**src/rtl/numa_rx_parser_pkg.sv**
```systemverilog
// Shared constants for the IP-NUMA receive parser: frame field values, byte
// offsets after the SFD, master-queue tag codes and the parser state encoding.
package numa_rx_parser_pkg;

  localparam int PHY_W = 9;
  localparam int MST_W = 18;

  localparam logic [15:0] DEF_UDP_PORT  = 16'h3776;
  localparam logic [5:0]  DEF_MIN_BYTES = 6'd50;

  localparam logic [7:0]  SFD            = 8'hD5;
  localparam logic [15:0] ETHERTYPE_IPV4 = 16'h0800;
  localparam logic [7:0]  IPV4_VIHL      = 8'h45;
  localparam logic [7:0]  IPPROTO_UDP    = 8'd17;

  // Byte indices counted from the first byte after the SFD
  localparam logic [5:0] IDX_MAC_LAST = 6'd5;
  localparam logic [5:0] IDX_ETYPE    = 6'd12;
  localparam logic [5:0] IDX_VIHL     = 6'd14;
  localparam logic [5:0] IDX_PROTO    = 6'd23;
  localparam logic [5:0] IDX_DST_IP   = 6'd30;
  localparam logic [5:0] IDX_DST_PORT = 6'd36;
  localparam logic [5:0] IDX_OFFSET   = 6'd42;
  localparam logic [5:0] IDX_WDATA    = 6'd46;

  localparam logic [1:0] TAG_START = 2'b10;
  localparam logic [1:0] TAG_MID   = 2'b00;
  localparam logic [1:0] TAG_END   = 2'b01;

  typedef enum logic [2:0] {
    ST_HUNT,
    ST_HDR,
    ST_PAY,
    ST_EMIT,
    ST_DRAIN,
    ST_DROP
  } state_t;

  function automatic logic [MST_W-1:0] mst_word(input logic [1:0] tag,
                                                input logic [15:0] data);
    return {tag, data};
  endfunction

endpackage

```
**src/rtl/numa_rx_parser_if.sv**
```systemverilog
// Byte stream from the rx PHY FIFO and word stream into the master write queue.
// The parser uses the master modport; the FIFO/queue side uses slave.
interface numa_rx_parser_if;
  import numa_rx_parser_pkg::*;

  logic [PHY_W-1:0] phy_dout;
  logic             phy_empty;
  logic             phy_rd_en;
  logic [MST_W-1:0] mst_din;
  logic             mst_full;
  logic             mst_wr_en;

  modport master (
    input  phy_dout,
    input  phy_empty,
    input  mst_full,
    output phy_rd_en,
    output mst_din,
    output mst_wr_en
  );

  modport slave (
    output phy_dout,
    output phy_empty,
    output mst_full,
    input  phy_rd_en,
    input  mst_din,
    input  mst_wr_en
  );

endinterface

```
**src/rtl/numa_rx_parser.sv**
```systemverilog
// IP-NUMA receive parser: filters IPv4/UDP remote-write frames addressed to us
// and turns each into a 4-word write record for the master write queue.
module numa_rx_parser
  import numa_rx_parser_pkg::*;
#(
  parameter logic [15:0] UDP_PORT  = DEF_UDP_PORT,
  parameter logic [5:0]  MIN_BYTES = DEF_MIN_BYTES
) (
  input  logic                   pcie_clk,
  input  logic                   sys_rst_n,
  numa_rx_parser_if.master       rx,
  input  logic [31:0]            if_v4addr,
  input  logic [47:0]            if_macaddr,
  input  logic [47:0]            mem0_paddr,
  output logic [15:0]            rx_frame_cnt,
  output logic [15:0]            rx_drop_cnt
);

  state_t           state;
  state_t           next_state;
  logic             rd_vld;
  logic [PHY_W-1:0] skid;
  logic             skid_vld;
  logic [5:0]       idx;
  logic             ucast_ok;
  logic             bcast_ok;
  logic [31:0]      offset;
  logic [31:0]      wdata;
  logic [1:0]       wcnt;

  logic             byte_vld;
  logic             dv;
  logic [7:0]       data;
  logic [7:0]       mac_byte;
  logic             uc_next;
  logic             bc_next;
  logic             field_ok;
  logic [31:0]      emit_addr;
  logic [MST_W-1:0] emit_word;
  logic             drop_evt;
  logic             frame_evt;

  logic unused_ok;
  assign unused_ok = ^{mem0_paddr[47:32], offset[1:0]};

  // A byte caught in flight while entering EMIT is replayed from the skid
  // register on the first cycle after EMIT, ahead of any new FIFO data.
  always_comb begin
    byte_vld = skid_vld || (rd_vld && (state != ST_EMIT));
    dv       = skid_vld ? skid[8]   : rx.phy_dout[8];
    data     = skid_vld ? skid[7:0] : rx.phy_dout[7:0];
  end

  // Destination MAC must match either our address or broadcast across all six
  // bytes, so both candidates are tracked separately and resolved at byte 5.
  always_comb begin
    mac_byte = 8'h00;
    case (idx)
      6'd0:    mac_byte = if_macaddr[47:40];
      6'd1:    mac_byte = if_macaddr[39:32];
      6'd2:    mac_byte = if_macaddr[31:24];
      6'd3:    mac_byte = if_macaddr[23:16];
      6'd4:    mac_byte = if_macaddr[15:8];
      6'd5:    mac_byte = if_macaddr[7:0];
      default: mac_byte = 8'h00;
    endcase
    uc_next  = ucast_ok && (data == mac_byte);
    bc_next  = bcast_ok && (data == 8'hFF);
    field_ok = 1'b1;
    case (idx)
      IDX_MAC_LAST:          field_ok = uc_next || bc_next;
      IDX_ETYPE:             field_ok = (data == ETHERTYPE_IPV4[15:8]);
      IDX_ETYPE + 6'd1:      field_ok = (data == ETHERTYPE_IPV4[7:0]);
      IDX_VIHL:              field_ok = (data == IPV4_VIHL);
      IDX_PROTO:             field_ok = (data == IPPROTO_UDP);
      IDX_DST_IP:            field_ok = (data == if_v4addr[31:24]);
      IDX_DST_IP + 6'd1:     field_ok = (data == if_v4addr[23:16]);
      IDX_DST_IP + 6'd2:     field_ok = (data == if_v4addr[15:8]);
      IDX_DST_IP + 6'd3:     field_ok = (data == if_v4addr[7:0]);
      IDX_DST_PORT:          field_ok = (data == UDP_PORT[15:8]);
      IDX_DST_PORT + 6'd1:   field_ok = (data == UDP_PORT[7:0]);
      default:               field_ok = 1'b1;
    endcase
  end

  always_comb begin
    emit_addr = mem0_paddr[31:0] + {offset[31:2], 2'b00};
    case (wcnt)
      2'd0:    emit_word = mst_word(TAG_START, emit_addr[31:16]);
      2'd1:    emit_word = mst_word(TAG_MID,   emit_addr[15:0]);
      2'd2:    emit_word = mst_word(TAG_MID,   wdata[31:16]);
      default: emit_word = mst_word(TAG_END,   wdata[15:0]);
    endcase
  end

  always_ff @(posedge pcie_clk or negedge sys_rst_n) begin
    if (!sys_rst_n) begin
      state <= ST_HUNT;
    end else begin
      state <= next_state;
    end
  end

  always_comb begin
    next_state    = state;
    drop_evt      = 1'b0;
    frame_evt     = 1'b0;
    rx.phy_rd_en  = !rx.phy_empty && (state != ST_EMIT);
    rx.mst_wr_en  = 1'b0;
    rx.mst_din    = '0;
    case (state)
      ST_HUNT: begin
        if (byte_vld && dv && (data == SFD)) begin
          next_state = ST_HDR;
        end
      end
      ST_HDR, ST_PAY: begin
        if (byte_vld) begin
          if (!dv) begin
            next_state = ST_HUNT;
            drop_evt   = (idx < MIN_BYTES);
          end else if (!field_ok) begin
            next_state = ST_DROP;
            drop_evt   = 1'b1;
          end else if (idx == MIN_BYTES - 6'd1) begin
            next_state = ST_EMIT;
          end else if (idx == IDX_OFFSET - 6'd1) begin
            next_state = ST_PAY;
          end
        end
      end
      ST_EMIT: begin
        rx.mst_din   = emit_word;
        rx.mst_wr_en = !rx.mst_full;
        if (!rx.mst_full && (wcnt == 2'd3)) begin
          next_state = ST_DRAIN;
          frame_evt  = 1'b1;
        end
      end
      ST_DRAIN, ST_DROP: begin
        if (byte_vld && !dv) begin
          next_state = ST_HUNT;
        end
      end
      default: next_state = ST_HUNT;
    endcase
  end

  always_ff @(posedge pcie_clk or negedge sys_rst_n) begin
    if (!sys_rst_n) begin
      rd_vld   <= 1'b0;
      skid     <= '0;
      skid_vld <= 1'b0;
      idx      <= '0;
      ucast_ok <= 1'b0;
      bcast_ok <= 1'b0;
      offset   <= '0;
      wdata    <= '0;
      wcnt     <= '0;
    end else begin
      rd_vld <= rx.phy_rd_en;
      if (state == ST_EMIT) begin
        if (rd_vld) begin
          skid     <= rx.phy_dout;
          skid_vld <= 1'b1;
        end
      end else if (skid_vld) begin
        skid_vld <= 1'b0;
      end
      if (state == ST_HUNT) begin
        idx      <= '0;
        ucast_ok <= 1'b1;
        bcast_ok <= 1'b1;
        wcnt     <= '0;
      end else if (((state == ST_HDR) || (state == ST_PAY)) && byte_vld && dv) begin
        idx <= idx + 6'd1;
        if (idx <= IDX_MAC_LAST) begin
          ucast_ok <= uc_next;
          bcast_ok <= bc_next;
        end
        if ((idx >= IDX_OFFSET) && (idx < IDX_WDATA)) begin
          offset <= {offset[23:0], data};
        end else if ((idx >= IDX_WDATA) && (idx < IDX_WDATA + 6'd4)) begin
          wdata <= {wdata[23:0], data};
        end
      end
      if ((state == ST_EMIT) && !rx.mst_full) begin
        wcnt <= wcnt + 2'd1;
      end
    end
  end

  always_ff @(posedge pcie_clk or negedge sys_rst_n) begin
    if (!sys_rst_n) begin
      rx_frame_cnt <= '0;
      rx_drop_cnt  <= '0;
    end else begin
      if (frame_evt) begin
        rx_frame_cnt <= rx_frame_cnt + 16'd1;
      end
      if (drop_evt) begin
        rx_drop_cnt <= rx_drop_cnt + 16'd1;
      end
    end
  end

endmodule
```
**src/flat_wrapper.sv**
```systemverilog
// flat-port wrapper written by rule: the top's interface ports become plain ports
module numa_rx_parser_flat import numa_rx_parser_pkg::*;
#(
  parameter logic [15:0] UDP_PORT  = DEF_UDP_PORT,
  parameter logic [5:0]  MIN_BYTES = DEF_MIN_BYTES
)
  (pcie_clk, sys_rst_n, if_v4addr, if_macaddr, mem0_paddr, rx_frame_cnt, rx_drop_cnt, rx_phy_dout, rx_phy_empty, rx_mst_full, rx_phy_rd_en, rx_mst_din, rx_mst_wr_en);
  numa_rx_parser_if rx_i ();
  input  logic pcie_clk;
  input  logic sys_rst_n;
  input  logic [31:0] if_v4addr;
  input  logic [47:0] if_macaddr;
  input  logic [47:0] mem0_paddr;
  output logic [15:0] rx_frame_cnt;
  output logic [15:0] rx_drop_cnt;
  input wire logic [$bits(rx_i.phy_dout)-1:0] rx_phy_dout;
  input wire logic [$bits(rx_i.phy_empty)-1:0] rx_phy_empty;
  input wire logic [$bits(rx_i.mst_full)-1:0] rx_mst_full;
  output wire logic [$bits(rx_i.phy_rd_en)-1:0] rx_phy_rd_en;
  output wire logic [$bits(rx_i.mst_din)-1:0] rx_mst_din;
  output wire logic [$bits(rx_i.mst_wr_en)-1:0] rx_mst_wr_en;
  assign rx_i.phy_dout = rx_phy_dout;
  assign rx_i.phy_empty = rx_phy_empty;
  assign rx_i.mst_full = rx_mst_full;
  assign rx_phy_rd_en = rx_i.phy_rd_en;
  assign rx_mst_din = rx_i.mst_din;
  assign rx_mst_wr_en = rx_i.mst_wr_en;
  numa_rx_parser #(.UDP_PORT(UDP_PORT), .MIN_BYTES(MIN_BYTES)) u_core (.pcie_clk(pcie_clk), .sys_rst_n(sys_rst_n), .rx(rx_i), .if_v4addr(if_v4addr), .if_macaddr(if_macaddr), .mem0_paddr(mem0_paddr), .rx_frame_cnt(rx_frame_cnt), .rx_drop_cnt(rx_drop_cnt));
endmodule
```
**config.mk**
```make
export PLATFORM = sky130hd
export DESIGN_NAME = numa_rx_parser_flat
export DESIGN_NICKNAME = d
export VERILOG_FILES = /design/src/rtl/numa_rx_parser_pkg.sv /design/src/rtl/numa_rx_parser_if.sv /design/src/rtl/numa_rx_parser.sv /design/src/flat_wrapper.sv
export SDC_FILE = /design/constraint.sdc
export NUM_CORES = 1
export LEC_CHECK = 0
export ABC_AREA = 1
export CORE_AREA = 2 2 134 136
export DETAILED_ROUTE_END_ITERATION = 10
export DIE_AREA = 0 0 136 138
export PLACE_DENSITY = 0.78
export SYNTH_ARGS = -nofsm -noshare
export SYNTH_HDL_FRONTEND = slang
export SYNTH_SLANG_ARGS = --single-unit
```
**constraint.sdc**
```tcl
create_clock -name pcie_clk -period 4.1 [get_ports pcie_clk]
set_input_delay 0.41 -clock pcie_clk [delete_from_list [all_inputs] [get_ports pcie_clk]]
set_output_delay 0.41 -clock pcie_clk [all_outputs]
set_load 0.02 [all_outputs]
```
== Word-level counts from Yosys, hierarchy flattened ==
Index checks and enable logic that the tools add are counted.

* Bits in registers: 120
* Input bits: 141
* Output and inout bits: 52
* Word-level logic and storage cells: 135

* Add/subtract/negate cells: 5
* Order comparisons: 5
* Equality and inequality tests: 44
* Muxes and demuxes: 34
* Bitwise logic cells: 2
* Reduce and logical (&&, ||, !) cells: 33

{| class="wikitable"
|+ Operator list
! operator !! count
|-
| 18-bit case mux with 3 select lines || 1
|-
| 8-bit case mux with 6 select lines || 1
|-
| 8-bit equality test || 5
|-
| 6-bit equality test, second input constant || 6
|-
| 16-bit by 1-bit adder with 16-bit output, second input constant || 2
|-
| 32-bit adder || 1
|-
| 3-bit 2-to-1 mux || 8
|-
| 6-bit by 4-bit equality test with 1-bit output, second input constant || 3
|-
| 6-bit by 5-bit equality test with 1-bit output, second input constant || 3
|-
| 18-bit 2-to-1 mux || 1
|-
| 8-bit by 7-bit equality test with 1-bit output, second input constant || 2
|-
| 8-bit equality test, second input constant || 2
|-
| 1-bit 2-to-1 mux || 16
|-
| 1-bit logical AND || 13
|-
| 6-bit by 2-bit equality test with 1-bit output, second input constant || 2
|-
| 6-bit by 3-bit equality test with 1-bit output, second input constant || 2
|-
| 6-bit greater-or-equal comparator, second input constant || 2
|-
| 6-bit less-than comparator, second input constant || 2
|-
| 6-bit 2-to-1 mux || 2
|-
| 3-bit case mux with 4 select lines || 1
|-
| 1-bit case mux with 11 select lines || 1
|-
| 2-bit by 1-bit != test with 1-bit output, second input constant || 5
|-
| 8-bit by 4-bit equality test with 1-bit output, second input constant || 1
|-
| 8-bit by 5-bit equality test with 1-bit output, second input constant || 1
|-
| other kinds (27) || 40
|}

== Longest topological paths before layout ==
* Word-level depth: 10
* Mapped depth: 22
* Gate-level depth less buffers: 20

== Least setup slack after synthesis ==
OpenSTA, ideal clock, no wires.

* Kind: input port to output port
* From: input port mem0_paddr[2]
* To: output port rx_mst_din[10]
* Data arrival time: 2,404 ps
* Data required time: 3,690 ps
* Slack: 1,286 ps
* Stages on the path: 13
* Path buffers: 0
* Path through: ha_1 -> fa_1 -> nand3_1 -> nand2_1 -> a21oi_1 -> inv_1 -> nand2_1 -> nand2_1 -> a21oi_1 -> o21ai_0 -> a21boi_0 -> o21ai_0 -> a31oi_1

* Cells in the longest elaborated chain, start to end: 3

{| class="wikitable"
|+ RTL lines
! item !! RTL line !! text
|-
| start, declared || flat_wrapper.sv:13 || <nowiki>input logic [47:0] mem0_paddr;</nowiki>
|-
| 32-bit adder || numa_rx_parser.sv:87 || <nowiki>emit_addr = mem0_paddr[31:0] + {offset[31:2], 2'b00};</nowiki>
|-
| 18-bit case mux with 3 select lines || numa_rx_parser.sv:88 || <nowiki>case (wcnt)</nowiki>
|-
| 18-bit 2-to-1 mux || numa_rx_parser.sv:111 || <nowiki>case (state)</nowiki>
|-
| end, declared || flat_wrapper.sv:20 || <nowiki>output wire logic [$bits(rx_i.mst_din)-1:0] rx_mst_din;</nowiki>
|}

No other way between the ends.

== Worst setup path after layout ==
* From: input port mem0_paddr[4]
* To: output port rx_mst_din[7]

The elaborated chain is that of the path after synthesis.

==> impl_metrics.ini <==
[outcome]
status = finished, final reports clean

[sta]
finalMaxSlewViolations = 0
worst_slew_pin_slew_ns = 1.13
fin_crit_ns = 3.93
hold_violations = 0
slew_headroom_pct = 23.8
setup-tns-final_ns = 0
max_freq_ghz = 0.254
finClkSkew_ns = 0.0172
rsz0062_at_grt = false
whs_ns = 0.0410
setup_viol = 0
fin_crit_sh_pct = 95.9

[layout]
fin_area_um2 = 11200
drive_above_1_share_pct = 10.3
fin_nets = 1495
syn_to_final_growth_pct = 30.7
n_fill_cell = 1581
multi_input_area_um2 = 4980
insertedDiodeCount = 0
regArea_um2 = 3000

[worst_setup_path]
end_kind = output port
critical_path_class = input port to output port
start_kind = input port
arrival_ns = 3.52
slowest_stage = clkdlybuf4s50_1
critical_path_buf_inv_count = 2
crit_top_cell = a21oi_1
cp_cell_sequence = clkdlybuf4s50_1 > ha_1 > nand3_1 > a31oi_1 > nor2_1 > o21ai_0 > a21oi_1 > o21bai_1 > a21oi_1 > nand2_1 > nand3_1 > a21oi_1 > clkdlybuf4s50_1
cp_max_fo = 5
regToRegSetupSlack_ns = 0.85
slowest_delay_ns = 0.64
critical_path_required_ns = 3.69
critPathTopFamily = compound AO/OA/AOI/OAI gates

[clock_tree]
clockBufferDepth = 2
cts_made_buffers = 17
cts_hold_buffers = 0
cts_setup_buffers = 0
clk-insertion-delay-late_ns = 0.42
clk_pin_slew_ns = 0.06
htreeDepth = 4
clock-root-buffer = clkbuf_16
clock-sinks = 120
cts_tree = built

[logic_synthesis]
synth_ff_type = dfrtp_1
async_flop_share_pct = 100
synth_edf_count = 0
synth_top_family_by_area = simple AND/OR/NAND/NOR gates
ys_seq_elements = 120
synth_fa_ha_area_share_pct = 6.38
yosys.area_share.simple_pct = 26.1
synth.distinct_cells = 51
synthMuxAreaShare_pct = 7.38
synth-compound-area-share_pct = 15.2
synth_xor_area_share_pct = 3.28
synth.yosys.warnings = 0
ys_seq_area_share_pct = 35.1
synth.avg_cell_area_um2 = 7.55
netlist_area_um2 = 8550
syn_nets = 1317
syn_inst = 1133

[pwr]
sw_frac_of_total_pct = 33.7
p_clk_share_pct = 35.1
internal_power_mw = 2.84
p_sw_mw = 1.44
cellPowerDensity_nw_per_um2 = 383
total_power_mw = 4.28
ir_drop_uv = 338
power_frac_seq_pct = 32.8
combinationalPowerShare_pct = 32.1
p_leak_nw = 5.42

[route]
drcViolationCount = 0
ant_nets = 0
wl_per_cell_um = 16.1
drt_pass1_iterations = 5
route.vias.total = 8646
drtIter0Drc = 465
viasPerCell = 5.57
drt-total-wl_um = 24900

[die]
num_rows = 49
fp.dieW_um = 136
die_y_um = 138
core_um2 = 17500
initial_core_util_pct = 48.8
ios = 193
die_area_um2 = 18800

[grt]
grt_pass1_wl_um = 40400
grt_max_degree = 66
antenna_found_initial = 0
grt.overflow.total = 0
grtUsageTotal_pct = 26.9
grt_pass1_vias = 8312

[run]
maxCapViolations = 0

[min_path]
hp-class = input port to async pin

[placement]
dpl_cell_area_um2 = 10600
gp_congestion = 0.955
hpwl_um = 19100
port_buffers = 176
## state kept, by name, indices dropped and copies added, names as in the netlist, 2 cells and up
signal               flops
u_core.rx_drop_cnt      16
u_core.state             3
u_core.skid              9
u_core.offset           32
u_core.wdata            32
u_core.wcnt              2
u_core.idx               6
u_core.rx_frame_cnt     16
## cell usage after synthesis (all sizes together) (7+ instances only)
cell type | n | share of area (%)
a21boi | 11 | 0.97
dfrtp | 120 | 35
nand4 | 40 | 2.9
inv | 108 | 4.8
nor3 | 22 | 1.6
o21ai | 108 | 6.6
buf | 14 | 0.95
xnor2 | 7 | 0.72
nor2 | 108 | 5.0
nand2 | 260 | 12
a31oi | 18 | 1.3
xor2 | 25 | 2.6
or2 | 13 | 0.95
nand3 | 57 | 3.4
a21oi | 69 | 4.0
ha | 42 | 6.1
clkbuf | 17 | 0.76
mux2 | 56 | 7.4
## what timing repair did
action                                 4_1_cts  5_1_grt
gates resized for setup                      0        5
endpoints found under the hold margin        0        0
setup endpoints to repair                    0        4
## worst reg2reg max path: cells and delay by family, from the launching register on
family	cells	cell delay, ns
buffers and inverters	2	0.36
and+or+nand+nor	7	1.17
DFF	1	0.52
AOI/OAI and AO/OA	3	1.09
## kinds of logic (layout without fill, tap and decap cells)
kind of cell / after synthesis / count (layout)
DFF: 120 / 120
muxes: 56 / 56
and+or+nand+nor: 509 / 509
xor gates and xnor gates: 32 / 32
adders and majority gates: 43 / 43
buffers and inverters: 142 / 333
AOI/OAI and AO/OA: 231 / 231
## power groups by stage
stage               combinational, mW  sequential [mW]  clock [mW]
floorplan                       0.801             1.45           0
global placement                 1.34             1.42           0
finish                           1.38             1.40        1.50
global route                     1.51             1.42        1.58
detailed placement               1.37             1.42           0
CTS                              1.37             1.40        1.53
## layer usage
metal,global-route usage [%],vias to the layer above,wire [um]
met5,0,-,0
met4,10.7,0,774
met3,4.58,55,1330
met2,45.7,295,12400
met1,33.7,4081,10400
li1,-,4215,-
## final cells by class
cell class / count / area share, %
repair buffers: 190 / 16.9
well taps: 229 / 2.56
clock inverters: 11 / 1.33
clock buffers: 21 / 4.03
flip-flops and latches: 120 / 26.9
multi-input cells: 871 / 44.6
inverters: 111 / 3.75
## per-stage QoR
step	utilization [%]	instances	worst slack (ns)
floorplan	-	1133	1.29
CTS	63.7	1553	0.0845
global placement	60.3	1521	0.177
detailed placement	60.3	1521	0.0975
global route	63.7	1553	0.0112
finish	63.7	1553	0.167
## path summary, 6_finish.rpt
kind                                  start  depth (start not counted)                     end
max                           mem0_paddr[4]                         13           rx_mst_din[7]
min                               sys_rst_n                          1       u_core.offset[31]
max reg2reg                 u_core.skid_vld                         12   u_core.rx_drop_cnt[9]
min reg2reg                u_core.offset[1]                          2        u_core.offset[1]
max in group asynchronous         sys_rst_n                          2  u_core.rx_drop_cnt[13]
min in group pcie_clk      u_core.offset[1]                          2        u_core.offset[1]
## layout by cell type, fill, tap and decap left out, types with 7 or more instances in the layout
cell,count
nand2_1,257
clkdlybuf4s50_1,172
dfrtp_1,120
inv_1,102
nor2_1,102
o21ai_0,91
a21oi_1,68
nand3_1,56
mux2_2,56
ha_1,42
nand4_1,40
xor2_1,25
nor3_1,20
a31oi_1,18
clkbuf_16,17
buf_4,14
or2_2,12
a21boi_0,11
o21ai_1,11
xnor2_1,7
(Power assumes the default switching activity.)
